$ cat config.mk
export PLATFORM = sky130hd
export DESIGN_NAME = tmr_resp_distributor_flat
export DESIGN_NICKNAME = d
export VERILOG_FILES = /design/src/rtl/tmr_resp_distributor_if.sv /design/src/rtl/tmr_resp_distributor.sv /design/src/flat_wrapper.sv
export SDC_FILE = /design/constraint.sdc
export NUM_CORES = 1
export LEC_CHECK = 0
export BUFFER_PORTS_ARGS = -buffer_cell sky130_fd_sc_hd__buf_2
export CELL_PAD_IN_SITES_DETAIL_PLACEMENT = 0
export CELL_PAD_IN_SITES_GLOBAL_PLACEMENT = 1
export CORE_MARGIN = 4
export CORE_UTILIZATION = 16
export CTS_CLUSTER_SIZE = 16
export DETAILED_ROUTE_END_ITERATION = 16
export GPL_ROUTABILITY_DRIVEN = 0
export PLACE_DENSITY_LB_ADDON = 0.1
export SETUP_SLACK_MARGIN = 0.5
export SYNTH_ARGS = -nofsm -noshare
export SYNTH_HDL_FRONTEND = slang
export SYNTH_SLANG_ARGS = --single-unit
$ cat constraint.sdc
create_clock -name clk_i -period 2.3 [get_ports clk_i]
set_input_delay 0.115 -clock clk_i [delete_from_list [all_inputs] [get_ports clk_i]]
set_output_delay 0.115 -clock clk_i [all_outputs]
set_load 0.005 [all_outputs]
$ cat src/rtl/tmr_resp_distributor_if.sv
// tmr_resp_distributor_if: OBI types plus the request/response bundle between voter, bus and harts.
package tmr_obi_pkg;
  typedef struct packed {
    logic        req;
    logic        we;
    logic [3:0]  be;
    logic [31:0] addr;
    logic [31:0] wdata;
  } obi_req_t;
  typedef struct packed {
    logic        gnt;
    logic        rvalid;
    logic [31:0] rdata;
  } obi_resp_t;
endpackage

interface tmr_resp_distributor_if #(parameter int NHARTS = 3);
  import tmr_obi_pkg::*;
  obi_req_t                voted_req_i;
  obi_req_t                bus_req_o;
  obi_resp_t               bus_resp_i;
  obi_resp_t [NHARTS-1:0]  core_resp_o;
  modport master (output voted_req_i, bus_resp_i, input bus_req_o, core_resp_o);
  modport slave  (input voted_req_i, bus_resp_i, output bus_req_o, core_resp_o);
endinterface

$ cat src/rtl/tmr_resp_distributor.sv
// tmr_resp_distributor: gates voted OBI requests onto the bus, fans responses out to all harts, drains and resyncs on voter errors.
// Optional TMR_RESP_ERR_CNT_EN adds a saturating error-pulse counter on err_cnt_o.
module tmr_resp_distributor #(
  parameter int NHARTS    = 3,
  parameter int MAX_OUTST = 4
) (
  input  logic                             clk_i,
  input  logic                             rst_i,
  tmr_resp_distributor_if.slave            bus_if,
  input  logic                             error_i,
  input  logic [NHARTS-1:0]                error_id_i,
  output logic [NHARTS-1:0]                fault_mask_o,
  output logic                             resync_req_o,
  input  logic                             resync_ack_i,
  output logic [$clog2(MAX_OUTST+1)-1:0]   outstanding_o,
  output logic                             protocol_err_o
`ifdef TMR_RESP_ERR_CNT_EN
  ,
  output logic [7:0]                       err_cnt_o
`endif
);
  localparam int CW = $clog2(MAX_OUTST+1);
  typedef enum logic [1:0] {RUN, DRAIN, RESYNC} state_e;
  state_e state_q, state_d;
  logic [CW-1:0] cnt_q, cnt_d;
  logic [NHARTS-1:0] mask_q, mask_d;
  logic rq_q, rq_d, perr_q, perr_d, req_ok, accept, rvalid;
  assign rvalid = bus_if.bus_resp_i.rvalid;
  assign req_ok = bus_if.voted_req_i.req & ~rst_i & (state_q == RUN) & (cnt_q < CW'(MAX_OUTST));
  assign accept = req_ok & bus_if.bus_resp_i.gnt;
  assign cnt_d  = cnt_q + CW'(accept) - CW'(rvalid && cnt_q != '0);
  assign perr_d = perr_q | (rvalid & (cnt_q == '0));
  always_comb begin
    bus_if.bus_req_o = bus_if.voted_req_i;
    bus_if.bus_req_o.req = req_ok;
    for (int h = 0; h < NHARTS; h++) begin
      bus_if.core_resp_o[h].gnt    = accept & ~mask_q[h];
      bus_if.core_resp_o[h].rvalid = rvalid & ~rst_i & ~mask_q[h];
      bus_if.core_resp_o[h].rdata  = bus_if.bus_resp_i.rdata;
    end
  end
  // DRAIN leaves as soon as the last in-flight response is returning, so RESYNC starts with count 0.
  always_comb begin
    state_d = state_q;
    mask_d  = error_i ? mask_q | error_id_i : mask_q;
    rq_d    = rq_q;
    case (state_q)
      RUN:     state_d = error_i ? DRAIN : RUN;
      DRAIN: begin
        if (cnt_q == '0 || (cnt_q == CW'(1) && rvalid)) begin
          state_d = RESYNC;
          rq_d    = 1'b1;
        end
      end
      RESYNC: begin
        if (resync_ack_i) begin
          state_d = RUN;
          mask_d  = '0;
          rq_d    = 1'b0;
        end
      end
      default: state_d = RUN;
    endcase
  end
  always_ff @(posedge clk_i) begin
    if (rst_i) begin
      state_q <= RUN;
      cnt_q   <= '0;
      mask_q  <= '0;
      rq_q    <= 1'b0;
      perr_q  <= 1'b0;
    end else begin
      state_q <= state_d;
      cnt_q   <= cnt_d;
      mask_q  <= mask_d;
      rq_q    <= rq_d;
      perr_q  <= perr_d;
    end
  end
  assign fault_mask_o   = mask_q;
  assign resync_req_o   = rq_q;
  assign outstanding_o  = cnt_q;
  assign protocol_err_o = perr_q;
`ifdef TMR_RESP_ERR_CNT_EN
  logic [7:0] ecnt_q;
  always_ff @(posedge clk_i) begin
    if (rst_i) ecnt_q <= '0;
    else if (error_i && ecnt_q != 8'hFF) ecnt_q <= ecnt_q + 8'd1;
  end
  assign err_cnt_o = ecnt_q;
`endif
endmodule
$ cat src/flat_wrapper.sv
// flat-port wrapper written by rule: the top's interface ports become plain ports
module tmr_resp_distributor_flat 
#(
  parameter int NHARTS    = 3,
  parameter int MAX_OUTST = 4
)
  (clk_i, rst_i, error_i, error_id_i, fault_mask_o, resync_req_o, resync_ack_i, outstanding_o, protocol_err_o, bus_if_voted_req_i, bus_if_bus_resp_i, bus_if_bus_req_o, bus_if_core_resp_o);
  tmr_resp_distributor_if #(.NHARTS(NHARTS)) bus_if_i ();
  input  logic clk_i;
  input  logic rst_i;
  input  logic error_i;
  input  logic [NHARTS-1:0] error_id_i;
  output logic [NHARTS-1:0] fault_mask_o;
  output logic resync_req_o;
  input  logic resync_ack_i;
  output logic [$clog2(MAX_OUTST+1)-1:0] outstanding_o;
  output logic protocol_err_o;
  input wire logic [$bits(bus_if_i.voted_req_i)-1:0] bus_if_voted_req_i;
  input wire logic [$bits(bus_if_i.bus_resp_i)-1:0] bus_if_bus_resp_i;
  output wire logic [$bits(bus_if_i.bus_req_o)-1:0] bus_if_bus_req_o;
  output wire logic [$bits(bus_if_i.core_resp_o)-1:0] bus_if_core_resp_o;
  assign bus_if_i.voted_req_i = bus_if_voted_req_i;
  assign bus_if_i.bus_resp_i = bus_if_bus_resp_i;
  assign bus_if_bus_req_o = bus_if_i.bus_req_o;
  assign bus_if_core_resp_o = bus_if_i.core_resp_o;
  tmr_resp_distributor #(.NHARTS(NHARTS), .MAX_OUTST(MAX_OUTST)) u_core (.clk_i(clk_i), .rst_i(rst_i), .bus_if(bus_if_i), .error_i(error_i), .error_id_i(error_id_i), .fault_mask_o(fault_mask_o), .resync_req_o(resync_req_o), .resync_ack_i(resync_ack_i), .outstanding_o(outstanding_o), .protocol_err_o(protocol_err_o));
endmodule
==> results of run 1 <==
## registers in the layout, indices dropped and copies added (netlist names)
signal and flops:
u_core.protocol_err_o 1, u_core.outstanding_o 3, u_core.fault_mask_o 3, u_core.resync_req_o 1, u_core.state_q 2
## per-stage QoR
stage	instances	utilization, %	worst slack, ns
3_5_place_dp	214	7.68	0.349
5_1_grt	222	8.64	0.311
4_1_cts	220	8.41	0.408
6_report	222	8.64	0.417
3_3_place_gp	214	7.68	0.344
2_1_floorplan	221	-	0.460
## timing repair
item,CTS,global route
endpoints found under the setup margin,2,2
gates resized for setup,1,2
gates cloned,0,0
hold buffers,0,0
setup buffers,2,2
pin swaps,4,3
## logic make-up after synthesis
| group | Yosys count |
|---|---|
| simple gates | 22 |
| compound gates | 11 |
| flops | 10 |
| buf+inv | 173 |
| fa+ha+maj | 3 |
| xor+xnor | 2 |
## power by group
group	switching [µW]	internal [µW]
Combinational	175	227
Clock	76.7	151
Sequential	52.1	227
## layer usage
| metal | part of all wire [%] | global-route usage (%) |
|---|---|---|
| met2 | 38 | 5.77 |
| met4 | 18 | 8.01 |
| met5 | 0 | 0 |
| met3 | 17 | 2.53 |
| met1 | 28 | 3.70 |
## worst paths after layout
kind	endpoint	slack (ns)	cells past startpoint	start
min	u_core.fault_mask_o[2]	0.11	3	error_id_i[2]
max reg2reg	u_core.outstanding_o[2]	0.42	9	u_core.outstanding_o[0]
min reg2reg	u_core.resync_req_o	0.50	1	u_core.resync_req_o
max	u_core.outstanding_o[2]	0.42	9	u_core.outstanding_o[0]
## worst min-delay path, stage by stage
cell and delay (ns):
sky130_fd_sc_hd__buf_2 0.07, sky130_fd_sc_hd__a21oi_1 0.05, sky130_fd_sc_hd__nor2_1 0.07
## cell type report
| cell class | instances | area, µm² | area share, % |
|---|---|---|---|
| inverter | 6 | 22.5 | 2.48 |
| multi-input combinational | 38 | 305 | 33.6 |
| tap | 136 | 170 | 18.7 |
| sequential | 10 | 205 | 22.6 |
| timing repair buffer | 28 | 150 | 16.5 |
| clock buffer | 4 | 55.1 | 6.06 |
## placed cells by master (no fill, tap or decap), drive strengths merged, types with 2 or more instances in the layout
cell / n
xnor2: 2
ha: 2
nor2: 12
nor2b: 4
dfxtp: 10
a21oi: 6
inv: 6
clkbuf: 4
buf: 28
==> metrics list, run 1 <==
- 0 antenna diodes ended up in the layout.
- CP max FO: 3
- The detailed router finished its first iteration with 5 violations.
- Cells traversed along the worst timing path: nor3_4, nor2b_1, ha_1, inv_2, ha_4, fa_2, xnor2_2, xnor2_1, nor2_1
- Relative to the synthesized area, the layout overhead comes to -48.1%.
- Final hold analysis gives a worst-case slack of about 0.11 ns.
* Overall routed net length: 3070 µm
- The count of nets left with antenna violations once routing finished came out at 0.
- Vias post-DR: ~620
* Clock transition at the register clock pins on the worst setup and hold paths after CTS: 0.06 ns
- Count of clock tree sinks: 10
* Worst slew margin: 82.7%
- The synthesized netlist devotes 4.14% of its cell area to compound gates.
- The synthesized netlist devotes under 10% of its cell area to adder and majority cells.
* Critical path required time: 2.42 ns
- The tool flagged a number of max-cap violations equal to 0.
- Across the routed clock network, the largest skew measured is 0.00283 ns.
- After synthesis, the share of cell area in mux cells is 0%.
- The first global-routing pass estimated approximately 4300 µm of wire.
- GRT overflow: 0
- The initial utilization of the core area, before any placement, comes to 16.7%.
* Number of max-slew violations in the final report: 0
- Power comes to 909 µW.
- FFs w/ async S/R, synth: 0%
* Number of primary I/O pins: 291
- TNS Setup: 0 ns
- Cell at the slowest stage of the critical path: sky130_fd_sc_hd__fa_2
- DIE AREA: 0.0127 mm²
- The initialized floorplan defines 37 standard-cell rows.
- The synthesized netlist contains 22 unique library cells.
- From bottom edge to top edge, the die measures 113 µm.
* Average routed wire per standard cell: 13.8 µm
- Crit path time final: around 1.9 ns
- Residual DRC: 0
- Clock tree synthesis selected as its root buffer the cell sky130_fd_sc_hd__clkbuf_8.
- Number of clock buffers inserted by TritonCTS: 3
* First-pass iteration count of the detailed router: 4
- Worst Setup Start Kind: flip-flop
* Data arrival, critical path: about 2.0 ns
- In the synthesized netlist, the number of instances is 221.
- Once placement finished, the instance area stood at 807 µm².
- Global Route Usage Sum: 4.54%
* Post-synth top cells: 166 x sky130_fd_sc_hd__buf_4, 12 x sky130_fd_sc_hd__nor2_1, 10 x sky130_fd_sc_hd__dfxtp_1
* Simple-gate portion of the synthesized area: 7.79%
- Worst Path Class, Setup: reg -> reg
- In this run the deepest clock path goes through 2 buffers.
* Worst Path Buf+Inv: 1
- Largest incremental delay on the critical path: 0.35 ns
- Biggest area contributors in the synthesized netlist: sky130_fd_sc_hd__buf_4 71%, sky130_fd_sc_hd__dfxtp_1 11%, sky130_fd_sc_hd__nor2_1 2.6%, sky130_fd_sc_hd__a21oi_1 1.7%, sky130_fd_sc_hd__ha_1 1.4%
- After routing the design area is 908 µm².
* Number of synthesized flops with an enable pin: 0
* Worst min-delay path category: in -> reg
- Using the TritonRoute via totals, the vias-per-cell ratio works out to 2.77.
- Run status: finished clean
- Post-Synth XOR/XNOR Area: 1.00%
* HPWL after DPL: 2530 µm
- For this run, the leading register cell type out of synthesis is sky130_fd_sc_hd__dfxtp_1.
- Portion of the post-synthesis area used by sequential elements: between 10% and 20%
* Post-Synthesis Mean Instance Area: between 7 and 8 µm²
- Die X: 113 µm
* Number of global-route vias before repair: between 600 and 700
- Endpoint type of the worst setup path: flip-flop
- CTS built an H-tree with a depth of 1.
- Maximum number of pins on one net before global-route repair: 11
- By area, the combinational part of the netlist is dominated by buffers and inverters.
- Summing every instance area after synthesis gives 0.00175 mm².
- Dominant cell by count in the synthesized netlist: sky130_fd_sc_hd__buf_4
- Across the VDD grid, the largest voltage drop is 0.000170 V.
* Leakage dissipation: 0.000394 µW
- Area share of the largest cell type after synthesis: a little under three quarters
- Synthesis-stage register bit count: 10
* Max Freq: 531 MHz
* Final period utilization: ~80%
- Number of nets at the end of the flow: around 200
- Setup repair after global routing could not meet its margin everywhere.
* Power Density: 1000 mW/mm²
- The number of antenna violations at the first check in global routing is 0.
- Floorplan Core Area: 0.0105 mm²
* Count of final hold-check violations: 0
- Fraction of layout instances using a drive strength above 1: 51.2%
* Biggest area consumer among synthesized cells: sky130_fd_sc_hd__buf_4
- At the later pin of the worst-skew pair, clock insertion delay measures 0.24 ns.
- After filler insertion, the fill cell instance count of the layout stands at around 1200.
* Actual transition at the worst max-transition pin: 0.259 ns
- Kind of cell adding the most delay to the critical path: adder cells
* IO buf count: 24
- Total number of yosys warnings: 0
- CTS tree: done
- Net count after synthesis: 335
- Final setup violation count: 0
(Power assumes the default switching activity.)
==> inputs of run 2 (changes only) <==
--- a/config.mk
+++ b/config.mk
@@ -5,11 +5,12 @@
 export SDC_FILE = /design/constraint.sdc
 export NUM_CORES = 1
 export LEC_CHECK = 0
+export ABC_AREA = 1
 export BUFFER_PORTS_ARGS = -buffer_cell sky130_fd_sc_hd__buf_2
 export CELL_PAD_IN_SITES_DETAIL_PLACEMENT = 0
 export CELL_PAD_IN_SITES_GLOBAL_PLACEMENT = 1
 export CORE_MARGIN = 4
-export CORE_UTILIZATION = 16
+export CORE_UTILIZATION = 14
 export CTS_CLUSTER_SIZE = 16
 export DETAILED_ROUTE_END_ITERATION = 16
 export GPL_ROUTABILITY_DRIVEN = 0
==> constraint.sdc (replaced) <==
create_clock -name clk_i -period 1.6 [get_ports clk_i]
set_input_delay 0.08 -clock clk_i [delete_from_list [all_inputs] [get_ports clk_i]]
set_output_delay 0.08 -clock clk_i [all_outputs]
set_load 0.005 [all_outputs]
==> metrics list, run 2 <==
- Actual transition at the worst max-transition pin: approximately 0.27 ns
- The number of placed instances, taps included, is 276.
- Average routed wire per standard cell: 11.8 µm
- For this run, the post-layout net count is 229.
- The number of antenna diodes in the final layout is 0.
- In this run, the number of DRC markers left after iteration 0 of detailed routing was 33.
- Synthesis produced a netlist with a net count of between 300 and 400.
- Worst Setup Start Kind: flip-flop
- Vias post-DR: 665
- By startpoint and endpoint, the worst setup path is classified as reg -> reg.
- Global routing finished with a remaining overflow of 0.
* Post-Synthesis Mean Instance Area: 7.35 µm²
* Commonest non-fill, non-tap cell in the layout: sky130_fd_sc_hd__buf_2
- Number of clock buffers inserted by TritonCTS: 3
- Proportion of power drawn by flip-flops and latches: a little under a quarter
* Final period utilization: 107%
* FFs w/ async S/R, synth: 0%
* Maximum number of pins on one net before global-route repair: 8
- Setup repair after global routing could not meet its margin everywhere.
- Data on the critical path arrives at its endpoint at 1.90 ns.
* Syn-to-layout area delta: -37.0%
* Count of final hold-check violations: 0
- The number of buffers and inverters on the critical path is 3.
- During I/O placement, the number of pins put on the boundary was 291.
* Run status: finished with violations
- After filler insertion, the fill cell instance count of the layout stands at 1450.
- By area the synthesized netlist is led by sky130_fd_sc_hd__buf_4 71%, sky130_fd_sc_hd__dfxtp_1 11%, sky130_fd_sc_hd__nor2_1 3.9%, sky130_fd_sc_hd__inv_1 2.8%, sky130_fd_sc_hd__nand2_1 2.4%.
* Cell at the slowest stage of the critical path: sky130_fd_sc_hd__fa_2
- Traced cell by cell, the critical path runs through inv_2, nand2_4, nor2_4, nor2_1, ha_1, inv_2, ha_4, fa_2, inv_2, nor2_1.
* Floorplan Core Area: 0.0121 mm²
* Total number of yosys warnings: 0
- Yosys mapped the design onto 15 distinct sky130hd cell types.
- Dominant cell by count in the synthesized netlist: sky130_fd_sc_hd__buf_4
* Insertion delay of the later-clocked pin in the worst-skew pair: 0.24 ns
- Flip-flop cell with the highest count after synthesis: sky130_fd_sc_hd__dfxtp_1
* Post-synthesis instance area: 0.00175 mm²
- Buffers placed on the I/O ports in this run total 24.
- Number of rows in the core area: 40
- Clk pwr share: 33.8%
- In the post-route analysis, the smallest setup slack over all paths is -0.118 ns.
* Antenna-violating nets left: 0
* Number of instances in the synthesized netlist: between 200 and 250
- The tightest min-delay check is of the in -> reg type.
- The synthesized design devotes to its leading area cell type between 70% and 80% of total area.
- In this design, the largest share of critical-path delay is due to adder cells.
- On the final layout, the worst clock skew is 0.000365 ns.
- TritonCTS built the clock tree.
- Largest buffer count on any clock path: 2
* Peak supply drop: 0.000267 V
- Summed over all instances, the cell type with the most area after synthesis is sky130_fd_sc_hd__buf_4.
* Cell internal power dissipation: 1040 µW
- Across the run, the number of max-cap violations was 0.
- CTS placed an instance of sky130_fd_sc_hd__clkbuf_16 at the clock tree root.
- Combinational fraction of design power: 42.6%
* Endpoint type of the worst setup path: flip-flop
- In this run the tightest slew margin relative to its limit is around 82%.
- Initial antenna violation count: 0
* Area occupied by registers: about 210 µm²
- Summing all multi-input logic gate instances after layout gives 313 µm².
* Switching portion of total power: 33.5%
- Summed over all nets, the switching power comes to ~520 µW.
* Number of synthesized flops with an enable pin: 0
* Residual DRC: 0
- STA puts the critical path data required time at 1.78 ns.
- Number of max-slew violations in the final report: 0
- First-pass iteration count of the detailed router: 4
* Leakage dissipation: between 0.0005 and 0.0006 µW
- The post-route netlist has 57.9% of its cells at a drive strength greater than 1.
- Clock transition at the register clock pins on the worst setup and hold paths after CTS: around 0.050 ns
- In this run the worst setup path begins at u_core.outstanding_o[1].
- Crit path time final: 1.72 ns
- Cell seen most often among critical-path stages: sky130_fd_sc_hd__inv_2
- Buffers inserted to repair hold after CTS numbered 0.
- The floorplan step defined a die boundary enclosing 0.0144 mm².
- For this run, the top clock speed supported by timing is 582 MHz.
- From bottom edge to top edge, the die measures 120 µm.
- Effective utilization at floorplan: 14.5%
* Largest incremental delay on the critical path: 0.52 ns
* First-pass GRT wire length: 4780 µm
- Final setup violation count: 2
- Global Route Usage Sum: 4.35%
- The final layout contains routed wiring with a total length of about 3300 µm.
* Number of non-filler instances in the completed layout: 282
- The clock net in this run drives a total of 10 sinks.
* Startpoint of the worst-slack reg-to-reg timing path: u_core.outstanding_o[1]
- The startpoint identified for the worst hold timing path is error_id_i[2].
- CP max FO: 2
- In this run the number of H-tree levels came out at 1.
* Setup slack after placement: -0.149 ns
- Summing the sequential cell areas from Yosys gives 11.4% of the chip area.
- Post-synth top cells: 166 x sky130_fd_sc_hd__buf_4, 18 x sky130_fd_sc_hd__nor2_1, 13 x sky130_fd_sc_hd__inv_1
* Power Density: 1420 mW/mm²
* Reg2reg setup slack: -0.12 ns
- Drt via density: 2.36
- Counting flops and latches in the post-synthesis netlist gives 10.
* Violations in the final reports: setup timing
- In the layout the commonest cells are 24 x sky130_fd_sc_hd__buf_2, 14 x sky130_fd_sc_hd__nor2_1, 12 x sky130_fd_sc_hd__buf_4.
* Number of global-route vias before repair: 807
- Die X: 120 µm
* HPWL after DPL: 2810 µm
run 2: cell count changes after synthesis, moves of 2 or more:
cell | previous run | this run
sky130_fd_sc_hd__xnor2_1 | 2 | 0
sky130_fd_sc_hd__nand3_1 | 0 | 6
sky130_fd_sc_hd__nand2_1 | 0 | 11
sky130_fd_sc_hd__nor2_2 | 0 | 2
sky130_fd_sc_hd__a21oi_1 | 6 | 4
sky130_fd_sc_hd__nor2_1 | 12 | 18
sky130_fd_sc_hd__nor2b_1 | 3 | 0
sky130_fd_sc_hd__inv_1 | 6 | 13
run 2: cell type report:
| type | instances | share of cell area [%] |
|---|---|---|
| clock buffer | 4 | 8.05 |
| inverter | 14 | 4.76 |
| multi-input combinational | 48 | 28.3 |
| sequential | 10 | 18.7 |
| tap | 168 | 19.0 |
| timing repair buffer | 38 | 21.1 |
run 2: kinds of logic after synthesis:
| family | Yosys count | synth area share, % |
|---|---|---|
| adder cells (fa/ha/maj) | 3 | 2.57 |
| AND/OR/NAND/NOR | 40 | 10.4 |
| AO/OA/AOI/OAI | 5 | 1.43 |
| flip-flops | 10 | 11.4 |
| buffers and inverters | 180 | 74.2 |
run 2: tightest hold or removal path, delay by kind of cell:
family	cells	cell delay (ns)
simple gates	1	0.09
compound gates	1	0.05
buf+inv	1	0.08
run 2: timing repair:
item,in CTS,in global routing
gates resized for setup,12,8
pin swaps,8,2
hold endpoints to repair,0,0
setup endpoints to repair,10,12
cloned,0,0
setup buffers,2,0
run 2: worst paths after layout:
path	to	depth (start not counted)
worst max-delay path	u_core.outstanding_o[1]	10
worst min-delay path	u_core.fault_mask_o[2]	3
worst max register to register	u_core.outstanding_o[1]	10
worst min register to register	u_core.protocol_err_o	2
run 2: power by group through the flow:
stage	sequential (µW)	combinational, µW	clock [µW]
global route	381	759	546
floorplan	375	572	0
CTS	366	645	534
detailed placement	369	537	0
global placement	369	546	0
finish	369	665	528
run 2: per-layer routing:
| layer | GRT usage [%] | routed length, µm | vias up |
|---|---|---|---|
| met5 | 0 | 0 | - |
| met4 | 4.72 | 299 | 0 |
| met1 | 3.93 | 1040 | 270 |
| met3 | 2.40 | 536 | 45 |
| met2 | 6.57 | 1460 | 46 |
| li1 | - | - | 304 |
run 2: stage by stage:
stage / hold slack, ns / TNS, ns / area [µm²] / power, µW / utilization (%)
finish: 0.0881 / -0.211 / 1100 / 1560 / 9.11
floorplan: 0.144 / -0.251 / 1760 / 946 / -
global route: 0.103 / -0.435 / 1100 / 1690 / 9.11
global placement: 0.160 / -0.269 / 935 / 915 / 7.72
CTS: 0.0918 / -0.205 / 1080 / 1550 / 8.93
detailed placement: 0.160 / -0.294 / 935 / 906 / 7.72
==> inputs of run 3 (changes only) <==
--- a/config.mk
+++ b/config.mk
@@ -9,6 +9,7 @@
 export BUFFER_PORTS_ARGS = -buffer_cell sky130_fd_sc_hd__buf_2
 export CELL_PAD_IN_SITES_DETAIL_PLACEMENT = 0
 export CELL_PAD_IN_SITES_GLOBAL_PLACEMENT = 1
+export CORE_ASPECT_RATIO = 1.2
 export CORE_MARGIN = 4
 export CORE_UTILIZATION = 14
 export CTS_CLUSTER_SIZE = 16
==> metrics list, run 3 (same netlist as run 2, synthesis figures left out) <==
- Layout Skew: 0.00119 ns
- Ant diodes: 0
- The worst path uses 107% of the clock period.
- At the worst endpoint, the arrival time is 1.88 ns.
* Worst Path Buf+Inv: 3
- The top cell types in the final layout, fill and taps aside, are 24 x sky130_fd_sc_hd__buf_2, 15 x sky130_fd_sc_hd__buf_4, 13 x sky130_fd_sc_hd__nor2_1.
* Syn-to-layout area delta: -35.0%
* Worst slew margin: between 80% and 90%
- Vias post-DR: 740
- Violations in the final reports: setup timing
- TNS Setup: -0.197 ns
- Setup repair after global routing could not meet its margin everywhere.
- Global Route Usage Sum: around 4.7%
- Reg2reg setup slack: -0.11 ns
- The startpoint identified for the worst hold timing path is error_id_i[2].
- Registers take 208 µm².
- The worst hold path was traced through 3 stages.
* Count of clock tree sinks: 10
- Combinational fraction of design power: 44.3%
* Power Density: 1380 mW/mm²
* Final Hold Slack: 0.0950 ns
- Summed over all layers, the routed wires come to 3500 µm.
- Worst min-delay path category: in -> reg
- GRT overflow: 0
* Footprint of the multi-input gates: 310 µm²
* Worst Path Class, Setup: reg -> reg
- Drt via density: approximately 2.6
- Residual DRC: 0
- TritonCTS created 3 clock buffers.
- Leakage dissipation: 0.000528 µW
* Insertion delay of the later-clocked pin in the worst-skew pair: 0.24 ns
* Cell internal power dissipation: between 1000 and 1500 µW
* Slack of the critical path: -0.110 ns
- Effective utilization at floorplan: 14.4%
- CP max FO: 2
- The analysis attributes to net switching a power of 495 µW.
* First-pass GRT wire length: a little under 5000 µm
- The worst setup path is launched from a flip-flop.
- DIE AREA: 0.0144 mm²
* Peak supply drop: 0.000272 V
* Max Freq: ~580 MHz
- The first routing iteration left 6 violations.
* Die X: 110 µm
- For this run, the detailed router's first-pass iteration total came to 2.
* CTS tree: done
- Count of final hold-check violations: 0
- Across the run, the number of max-cap violations was 0.
- Endpoint type of the worst setup path: flip-flop
* Clock transition at the register clock pins on the worst setup and hold paths after CTS: 0.04 ns
* Startpoint of the worst-slack reg-to-reg timing path: u_core.outstanding_o[1]
* Largest buffer count on any clock path: 2
- Traced cell by cell, the critical path runs through inv_2, nand2_2, nor2_2, nor2_1, ha_1, inv_2, ha_4, fa_2, inv_1, nor2_1.
- Per report_power, the clock group accounts for 32.1% of the total.
* Antenna-violating nets left: 0
* Fraction of layout instances using a drive strength above 1: 58.8%
- Total of fill cells in the finished design: 1405
- Switching portion of total power: 31.4%
- The library cell used most frequently in the layout, excluding fill and tap cells, is sky130_fd_sc_hd__buf_2.
* IO buf count: 24
- HPWL after DPL: 2880 µm
- Floorplan Core Area: between 0.01 and 0.015 mm²
- The share of total power dissipated in sequential elements is 23.5%.
* Actual transition at the worst max-transition pin: around 0.28 ns
- CTS Hold Bufs: 0
- Final setup violation count: 2
* Largest incremental delay on the critical path: between 0.5 and 0.6 ns
- The via count of the first global-routing pass came to 841.
- CTS Root Buffer Type: sky130_fd_sc_hd__clkbuf_16
- The die is 130 µm tall.
- For this run, the share of the core covered by cells in the final layout is 9.36%.
- CTS H-Tree Depth: 1
- After the last flow step, the layout net total stands at 234.
- Worst hold endpoint: u_core.fault_mask_o[2]
- around 290 I/O pins were placed.
- Critical path required time: 1.77 ns
- Number of rows in the core area: 44
* Average routed wire per standard cell: about 12 µm
- Number of max-slew violations in the final report: 0
- The flow ran to the end, but the final reports show violations.
* Crit path time final: 1.71 ns
* Initial antenna violation count: 0
* Kind of cell adding the most delay to the critical path: adder cells
* Worst Reg-to-Reg Cells: 10
* Maximum number of pins on one net before global-route repair: 8
* Destination of the worst register-to-register timing path: u_core.outstanding_o[1]
- Cell at the slowest stage of the critical path: sky130_fd_sc_hd__fa_2
run 3: cell types whose count changed in the layout (fill, tap and decap cells not counted), sizes merged:
| cell | change |
|---|---|
| buf | +5 |
run 3: worst max path at each step:
stage                                    to                    start  slack (ns)  cells past startpoint
CTS                 u_core.outstanding_o[1]  u_core.outstanding_o[1]       -0.12                     10
global placement    u_core.outstanding_o[1]  u_core.outstanding_o[2]       -0.14                     10
finish              u_core.outstanding_o[1]  u_core.outstanding_o[1]       -0.11                     10
floorplan           u_core.outstanding_o[1]  u_core.outstanding_o[1]       -0.14                     10
global route        u_core.outstanding_o[1]  u_core.outstanding_o[1]       -0.24                     10
detailed placement  u_core.outstanding_o[1]  u_core.outstanding_o[2]       -0.15                     10
run 3: timing repair:
action / CTS / global route
pin swaps: 7 / 4
endpoints found under the setup margin: 8 / 12
resized for setup: 16 / 5
buffers inserted: 6 / 3
run 3: metal layers:
metal	share of wire [%]	track usage, %	vias up
li1	-	-	311
met1	29	4.22	289
met2	36	5.50	64
met3	15	2.06	76
met4	19	8.88	0
met5	0	0	-
run 3: worst reg2reg max path, cell delays in order (launching register included):
cell,delay [ns]
sky130_fd_sc_hd__dfxtp_2,0.32
sky130_fd_sc_hd__inv_2,0.05
sky130_fd_sc_hd__nand2_2,0.06
sky130_fd_sc_hd__nor2_2,0.10
sky130_fd_sc_hd__nor2_1,0.05
sky130_fd_sc_hd__ha_1,0.27
sky130_fd_sc_hd__inv_2,0.04
sky130_fd_sc_hd__ha_4,0.15
sky130_fd_sc_hd__fa_2,0.51
sky130_fd_sc_hd__inv_1,0.03
sky130_fd_sc_hd__nor2_1,0.07
run 3: power groups by stage:
stage	clock (µW)	sequential [µW]	combinational, µW
after floorplan	0	375	572
after global placement	0	375	524
after detailed placement	0	373	517
after CTS	529	372	661
after global routing	545	382	790
final	506	371	699
run 3: cell type report:
class,instances,share of cell area [%]
Tap cell,161,17.7
Sequential cell,10,18.2
Timing Repair Buffer,43,24.4
Inverter,14,4.62
Multi-Input combinational cell,48,27.3
Clock buffer,4,7.80
run 3: per-stage QoR:
stage	cells	power (µW)	setup WS (ns)	instance area [µm²]
6_report	280	1580	-0.110	1140
3_5_place_dp	267	890	-0.148	911
3_3_place_gp	267	898	-0.140	911
5_1_grt	280	1720	-0.238	1140
2_1_floorplan	238	946	-0.136	1760
4_1_cts	277	1560	-0.119	1100
